===== config.mk =====
export PLATFORM = sky130hd
export DESIGN_NAME = spi_xfer_arbiter
export DESIGN_NICKNAME = d
export VERILOG_FILES = /design/src/rtl/spi_arb_pkg.sv /design/src/rtl/spi_xfer_arbiter_pick.sv /design/src/rtl/spi_xfer_arbiter.sv
export SDC_FILE = /design/constraint.sdc
export NUM_CORES = 1
export LEC_CHECK = 0
export BUFFER_PORTS_ARGS = -buffer_cell sky130_fd_sc_hd__buf_2
export CAP_MARGIN = 20
export CORE_MARGIN = 2
export CORE_UTILIZATION = 36
export DETAILED_ROUTE_END_ITERATION = 8
export GPL_ROUTABILITY_DRIVEN = 1
export PLACE_DENSITY_LB_ADDON = 0.08
export SLEW_MARGIN = 5
export SYNTH_ARGS = -nofsm -noshare
export SYNTH_HDL_FRONTEND = slang
export SYNTH_SLANG_ARGS = --single-unit

===== constraint.sdc =====
create_clock -name PCLK -period 6.4 [get_ports PCLK]
set_input_delay 0 -clock PCLK [delete_from_list [all_inputs] [get_ports PCLK]]
set_output_delay 0 -clock PCLK [all_outputs]
set_load 0.1 [all_outputs]

===== src/rtl/spi_arb_pkg.sv =====
// Shared definitions for the SPI transfer arbiter: FSM state encoding,
// engine configuration field widths and a helper for index widths.
package spi_arb_pkg;

    localparam int MODE_W = 2;   // CPOL/CPHA
    localparam int BAUD_W = 12;  // baud-rate divisor
    localparam int GAP_W  = 4;   // holds GAP_CYCLES-1 for GAP_CYCLES up to 15

    typedef enum logic [2:0] {
        IDLE,
        LAUNCH,
        WAIT_TIP,
        WAIT_DONE,
        COMPLETE,
        GAP
    } arb_state_e;

    function automatic int idx_width(input int n);
        return (n > 1) ? $clog2(n) : 1;
    endfunction

endpackage


===== src/rtl/spi_xfer_arbiter_pick.sv =====
// Combinational round-robin picker.
// Returns the first set bit of req_i at or above ptr_i, searching upward
// with wrap-around.
// Ports:
//   req_i  [NUM_REQ-1:0]  request vector
//   ptr_i  [IDX_W-1:0]    search start position
//   gnt_o  [NUM_REQ-1:0]  one-hot winner (zero when no request)
//   idx_o  [IDX_W-1:0]    index of the winner
//   any_o                 at least one request present
module spi_rr_pick #(
    parameter int NUM_REQ = 4,
    parameter int IDX_W   = 2
) (
    input  logic [NUM_REQ-1:0] req_i,
    input  logic [IDX_W-1:0]   ptr_i,
    output logic [NUM_REQ-1:0] gnt_o,
    output logic [IDX_W-1:0]   idx_o,
    output logic               any_o
);

    int               k;
    logic [IDX_W-1:0] kk;

    always_comb begin
        gnt_o = '0;
        idx_o = '0;
        any_o = 1'b0;
        k     = 0;
        kk    = '0;
        for (int i = 0; i < NUM_REQ; i++) begin
            k = int'(ptr_i) + i;
            if (k >= NUM_REQ) begin
                k = k - NUM_REQ;
            end
            kk = IDX_W'(k);
            if (!any_o && req_i[kk]) begin
                any_o     = 1'b1;
                gnt_o[kk] = 1'b1;
                idx_o     = kk;
            end
        end
    end

endmodule


===== src/rtl/spi_xfer_arbiter.sv =====
// Round-robin scheduler that shares one SPI master transfer engine among
// NUM_REQ requesters. Loads the winner's mode/divisor/TX byte onto the
// engine, pulses send_data_o, waits for the engine to finish and returns
// the received byte plus a done pulse to the winner.
//
// Optional feature: define SPI_ARB_TIMEOUT_EN to build a per-transfer
// watchdog (TIMEOUT_CYCLES, must be >= 2); otherwise err_o is tied low and
// the FSM waits for the engine indefinitely.
//
// Ports:
//   PCLK, PRESET                 clock, async active-high reset
//   req_i / req_data_i /
//   req_mode_i / req_baud_i      per-requester request and configuration
//   spiswai_i                    wait mode, blocks new grants only
//   tip_i, receive_data_i,
//   rx_data_i                    engine status and received byte
//   send_data_o, data_o,
//   spi_mode_o,
//   BaudRateDivisor_o, mstr_o    engine controls
//   gnt_o, done_o, rx_data_o     requester-side grant/completion/data
//   busy_o, err_o                status
//
// state     | meaning
// ----------+--------------------------------------------------------
// IDLE      | no transfer; arbitration among requests
// LAUNCH    | config loaded, one-cycle send pulse to the engine
// WAIT_TIP  | waiting for the engine to report transfer in progress
// WAIT_DONE | transfer running, waiting for receive-complete
// COMPLETE  | done pulse to the winner, pointer advances
// GAP       | forced idle spacing before the next arbitration
module spi_xfer_arbiter
    import spi_arb_pkg::*;
#(
    parameter int NUM_REQ        = 4,
    parameter int DATA_W         = 8,
    parameter int GAP_CYCLES     = 2,
    parameter int TIMEOUT_CYCLES = 1024
) (
    input  logic                      PCLK,
    input  logic                      PRESET,
    input  logic [NUM_REQ-1:0]        req_i,
    input  logic [NUM_REQ*DATA_W-1:0] req_data_i,
    input  logic [NUM_REQ*MODE_W-1:0] req_mode_i,
    input  logic [NUM_REQ*BAUD_W-1:0] req_baud_i,
    input  logic                      spiswai_i,
    input  logic                      tip_i,
    input  logic                      receive_data_i,
    input  logic [DATA_W-1:0]         rx_data_i,
    output logic                      send_data_o,
    output logic [DATA_W-1:0]         data_o,
    output logic [MODE_W-1:0]         spi_mode_o,
    output logic [BAUD_W-1:0]         BaudRateDivisor_o,
    output logic                      mstr_o,
    output logic [NUM_REQ-1:0]        gnt_o,
    output logic [NUM_REQ-1:0]        done_o,
    output logic [DATA_W-1:0]         rx_data_o,
    output logic                      busy_o,
    output logic                      err_o
);

    localparam int IDX_W = idx_width(NUM_REQ);

    if (NUM_REQ < 2 || NUM_REQ > 8) begin : g_bad_num_req
        $error("spi_xfer_arbiter: NUM_REQ must be 2..8");
    end
    if (GAP_CYCLES < 0 || GAP_CYCLES > 15) begin : g_bad_gap
        $error("spi_xfer_arbiter: GAP_CYCLES must be 0..15");
    end
    if (TIMEOUT_CYCLES < 2) begin : g_bad_timeout
        $error("spi_xfer_arbiter: TIMEOUT_CYCLES must be at least 2");
    end

    arb_state_e         state_q, state_d;
    logic [NUM_REQ-1:0] win_q, win_d;
    logic [IDX_W-1:0]   win_idx_q, win_idx_d;
    logic [IDX_W-1:0]   ptr_q, ptr_d;
    logic [DATA_W-1:0]  data_q, data_d;
    logic [DATA_W-1:0]  rx_q, rx_d;
    logic [MODE_W-1:0]  mode_q, mode_d;
    logic [BAUD_W-1:0]  baud_q, baud_d;
    logic [GAP_W-1:0]   gap_q, gap_d;

    logic [NUM_REQ-1:0] pick_gnt;
    logic [IDX_W-1:0]   pick_idx;
    logic               pick_any;
    logic               tmo_hit;

    spi_rr_pick #(
        .NUM_REQ (NUM_REQ),
        .IDX_W   (IDX_W)
    ) u_pick (
        .req_i (req_i),
        .ptr_i (ptr_q),
        .gnt_o (pick_gnt),
        .idx_o (pick_idx),
        .any_o (pick_any)
    );

    always_ff @(posedge PCLK or posedge PRESET) begin
        if (PRESET) begin
            state_q   <= IDLE;
            win_q     <= '0;
            win_idx_q <= '0;
            ptr_q     <= '0;
            data_q    <= '0;
            rx_q      <= '0;
            mode_q    <= '0;
            baud_q    <= '0;
            gap_q     <= '0;
        end else begin
            state_q   <= state_d;
            win_q     <= win_d;
            win_idx_q <= win_idx_d;
            ptr_q     <= ptr_d;
            data_q    <= data_d;
            rx_q      <= rx_d;
            mode_q    <= mode_d;
            baud_q    <= baud_d;
            gap_q     <= gap_d;
        end
    end

    always_comb begin
        state_d   = state_q;
        win_d     = win_q;
        win_idx_d = win_idx_q;
        ptr_d     = ptr_q;
        data_d    = data_q;
        rx_d      = rx_q;
        mode_d    = mode_q;
        baud_d    = baud_q;
        gap_d     = gap_q;
        case (state_q)
            IDLE: begin
                if (pick_any && !spiswai_i) begin
                    state_d   = LAUNCH;
                    win_d     = pick_gnt;
                    win_idx_d = pick_idx;
                    data_d    = req_data_i[int'(pick_idx)*DATA_W +: DATA_W];
                    mode_d    = req_mode_i[int'(pick_idx)*MODE_W +: MODE_W];
                    baud_d    = req_baud_i[int'(pick_idx)*BAUD_W +: BAUD_W];
                end
            end
            LAUNCH: begin
                state_d = WAIT_TIP;
            end
            // A completion strobe beats the watchdog; the watchdog beats tip
            // so its terminal count is never skipped.
            WAIT_TIP: begin
                if (receive_data_i) begin
                    state_d = COMPLETE;
                    rx_d    = rx_data_i;
                end else if (tmo_hit) begin
                    state_d = COMPLETE;
                end else if (tip_i) begin
                    state_d = WAIT_DONE;
                end
            end
            WAIT_DONE: begin
                if (receive_data_i) begin
                    state_d = COMPLETE;
                    rx_d    = rx_data_i;
                end else if (tmo_hit) begin
                    state_d = COMPLETE;
                end
            end
            COMPLETE: begin
                ptr_d   = (win_idx_q == IDX_W'(NUM_REQ - 1)) ? '0 : win_idx_q + 1'b1;
                state_d = (GAP_CYCLES == 0) ? IDLE : GAP;
                gap_d   = GAP_W'(GAP_CYCLES - 1);
            end
            GAP: begin
                if (gap_q == '0) begin
                    state_d = IDLE;
                end else begin
                    gap_d = gap_q - 1'b1;
                end
            end
            default: begin
                state_d = IDLE;
            end
        endcase
    end

`ifdef SPI_ARB_TIMEOUT_EN
    localparam int TMO_W = $clog2(TIMEOUT_CYCLES + 1);

    logic [TMO_W-1:0] tmo_q;
    logic             err_q;

    // Loaded in LAUNCH so the terminal count of 1 lands on the last wait
    // cycle, putting COMPLETE exactly TIMEOUT_CYCLES cycles after LAUNCH.
    always_ff @(posedge PCLK or posedge PRESET) begin
        if (PRESET) begin
            tmo_q <= '0;
            err_q <= 1'b0;
        end else if (state_q == LAUNCH) begin
            tmo_q <= TMO_W'(TIMEOUT_CYCLES - 1);
            err_q <= 1'b0;
        end else if (state_q == WAIT_TIP || state_q == WAIT_DONE) begin
            if (tmo_q != '0) begin
                tmo_q <= tmo_q - 1'b1;
            end
            if (tmo_hit && !receive_data_i) begin
                err_q <= 1'b1;
            end
        end
    end

    assign tmo_hit = (state_q == WAIT_TIP || state_q == WAIT_DONE) && (tmo_q == TMO_W'(1));
    assign err_o   = (state_q == COMPLETE) && err_q;
`else
    assign tmo_hit = 1'b0;
    assign err_o   = 1'b0;
`endif

    assign send_data_o       = (state_q == LAUNCH);
    assign gnt_o             = (state_q == LAUNCH || state_q == WAIT_TIP || state_q == WAIT_DONE) ? win_q : '0;
    assign done_o            = (state_q == COMPLETE) ? win_q : '0;
    assign busy_o            = (state_q != IDLE);
    assign mstr_o            = 1'b1;
    assign data_o            = data_q;
    assign spi_mode_o        = mode_q;
    assign BaudRateDivisor_o = baud_q;
    assign rx_data_o         = rx_q;

endmodule


==> flow_metrics.py <==
metrics = {
    "outcome": {
        "status": "complete, no violations",
    },
    "detailed_routing": {
        "routed_wl_mm": 13.8,
        "drc_errors": 0,
        "num_vias": 4426,
        "drtIter0Drc": 304,
        "via_per_inst": 5.77,
        "wire_per_inst_um": 17.9,
        "dr.pass1.iters": 4,
        "postRouteAntennaNets": 0,
    },
    "cts": {
        "clk_pin_slew_ns": 0.09,
        "cts_resized": 0,
        "post_cts_hold_buffer_count": 23,
        "cts_setup_buffers": 0,
        "clock_sinks": 45,
        "root_buffer": "clkbuf_8",
        "cts_buffers": 5,
        "h-tree-depth": 2,
        "clockBufferDepth": 2,
        "clock_latency_ns": 0.31,
        "cts_tree": "yes",
    },
    "timing": {
        "tightest_slew_ns": 1.12,
        "finClkSkew_ns": 0.00590,
        "slew_headroom": 0.253,
        "rsz0062_at_grt": "no",
        "tns_ns": 0,
        "final.min_clock_period_ns": 3.87,
        "setup_slack_ns": 2.53,
        "hold_viol_final": 0,
        "fmax_mhz": 258,
        "slew_viol_final": 0,
        "setup_violations": 0,
        "whs_ns": 0.00893,
        "post-route-period-util": 0.604,
    },
    "setup_path": {
        "cp.arrival_ns": 4.06,
        "r2r_cells": 8,
        "regToRegStartpoint": "ptr_q[0]",
        "crit_chain": "inv_2, ha_1, mux4_1, nand2b_2, nand3_1, o21ai_0, a2111oi_0, o21ai_1",
        "end_kind": "register",
        "reg2reg_slack_ns": 2.53,
        "reg2reg_to": "data_o[6]",
        "required_ns": 6.59,
        "crit_path_max_fanout": 45,
        "slowest_delay_ns": 0.75,
        "slowest_stage": "mux4_1",
        "start_kind": "register",
        "criticalPathCategory": "register to register",
    },
    "power_and_ir_drop": {
        "p_sw_mw": 2.03,
        "p_int_mw": 1.15,
        "power_mw": 3.17,
        "p_seq_frac": 0.166,
        "comb_power_share": 0.776,
        "clockPowerShare": 0.058,
        "p_per_area_mw_per_mm2": 622,
        "netSwitchingFraction": 0.639,
        "ir_drop_mv": 0.374,
        "p_leak_nw": 2.24,
    },
    "global_routing": {
        "antenna_found_initial": 0,
        "grt_pass1_vias": 4298,
        "grt_pass1_wl_mm": 21.5,
        "grt_use_total": 0.227,
        "grt-ovfl-total": 0,
        "grt_max_degree": 47,
    },
    "min_path": {
        "hold_path.startpoint": "req_baud_i[21]",
        "hp-class": "input pin to register",
        "hold_path_end": "BaudRateDivisor_o[9]",
        "hold_depth": 3,
    },
    "die": {
        "ioPinCount": 147,
        "coreArea_mm2": 0.0109,
        "std_cell_rows": 38,
        "start_util": 0.372,
        "die_w_um": 110,
        "die-area_mm2": 0.0121,
        "fp.dieH_um": 110,
    },
    "logic_synthesis": {
        "async_flop_share": 1.00,
        "yosys.cell_types.count": 56,
        "synth_edf_count": 0,
        "synth_top_area_share": 0.278,
        "syn_area_mm2": 0.00405,
        "yosys-top-cells-area": "dfrtp_1 (28%), nand3_1 (10%), a2111oi_2 (6.7%), nand2_1 (4.7%), a22o_1 (4.3%)",
        "ys_seq_area_frac": 0.278,
        "ys.flop_type": "dfrtp_1",
        "netlist_instances": 492,
        "syn-num-nets": 604,
        "ys_top_cells_by_count": "nand3_1 (84), nand2_1 (51), dfrtp_1 (45)",
        "yosysMostFrequentCell": "nand3_1",
        "synth_top_area_cell": "dfrtp_1",
        "yosysWarnings": 0,
        "avgSynthCellArea_um2": 8.23,
        "synth-seq-cells": 45,
    },
    "final_layout": {
        "areaGrowthSynthToFinish_pct": 25.9,
        "layout-drive-gt1-share": 0.353,
        "nFillCells": 1126,
        "fin_cells": 767,
        "final_core_util": 0.468,
        "finalInstanceArea_mm2": 0.00510,
        "layout.nets": 738,
    },
    "place": {
        "gp_congestion": 0.809,
        "dp_hpwl_mm": 9.06,
        "portBuffers": 144,
        "dp_cells": 735,
        "preCtsSetupSlack_ns": 2.55,
        "postPlaceCellArea_mm2": 0.00475,
    },
    "flow_run": {
        "max_cap_violations": 0,
    },
}
## power by group through the flow
stage	combinational (mW)	sequential [mW]	clock [mW]
after detailed placement	2.45	0.531	0
after CTS	2.46	0.526	0.194
after floorplan	1.37	1.19	0
final	2.46	0.526	0.184
after global placement	2.42	0.531	0
after global routing	2.62	0.546	0.204
## critical path: cells and delay by family (launching register included)
kind / cells / cell delay (ns)
simple gates: 2 / 1.00
mux: 1 / 0.75
compound gates: 3 / 0.62
fa+ha+maj: 1 / 0.52
buf+inv: 1 / 0.44
flops: 1 / 0.40
## layout by cell type, fill, tap and decap left out, drive strengths merged, types with 3 or more instances in the layout
cell         Yosys  layout
ha               7       7
nand3b           3       3
dlygate4sd3      0      23
o22ai            3       3
nand2b           4       4
buf             33     151
mux2i            6       6
and2            24      24
or3              3       3
a211oi           4       4
a2111oi         22      22
nand2           51      51
a22o            21      21
mux2            12      12
a221oi           6       6
nand3           84      84
nor2            44      44
o21ai            9       9
inv              9       9
clkbuf          14       5
and3             5       5
dfrtp           45      45
o32ai           19      19
a21oi           28      28
a22oi            4       4
## sequential cells by signal (all words and copies together), names as in the netlist
name               count
spi_mode_o             2
BaudRateDivisor_o     12
ptr_q                  2
rx_data_o              8
win_idx_q              2
win_q                  4
gap_q                  4
data_o                 8
state_q                3
## layout make-up
type / instances / area, um2 / share of cell area
clock inverters: 2 / 16.3 / 0.00319
multi-input cells: 391 / 2650 / 0.520
clock buffers: 5 / 68.8 / 0.0135
flip-flops and latches: 45 / 1130 / 0.221
repair buffers: 174 / 1020 / 0.201
well taps: 140 / 175 / 0.0344
inverters: 9 / 33.8 / 0.00663
diodes: 1 / 2.50 / 0.000491
## cells by family (layout without fill, tap and decap cells)
kind of cell | after synthesis | after routing | share of synthesized area
XOR/XNOR | 2 | 2 | 0.00433
multiplexers | 20 | 20 | 0.0603
buffers and inverters | 56 | 190 | 0.0714
AND/OR/NAND/NOR | 229 | 229 | 0.283
other | 2 | 3 | 0.00185
flip-flops | 45 | 45 | 0.278
AO/OA/AOI/OAI | 131 | 131 | 0.280
adder cells (fa/ha/maj) | 7 | 7 | 0.0216
## worst max-delay path by stage
stage | from | to | slack, ns | depth (start not counted)
finish | ptr_q[0] | data_o[6] | 2.53 | 8
global route | ptr_q[0] | data_o[6] | 2.23 | 8
CTS | ptr_q[0] | data_o[6] | 2.54 | 8
detailed placement | ptr_q[0] | data_o[6] | 2.55 | 8
global placement | ptr_q[0] | data_o[6] | 2.66 | 8
floorplan | ptr_q[0] | BaudRateDivisor_o[10] | 3.33 | 11
## metal layers
metal / GRT usage / part of all wire / up-vias
met5: 0 / 0 / -
met4: 0.0868 / 0.017 / 0
met3: 0.0341 / 0.077 / 18
met2: 0.365 / 0.47 / 187
met1: 0.308 / 0.43 / 2120
li1: - / - / 2101
(Power assumes the default switching activity.)
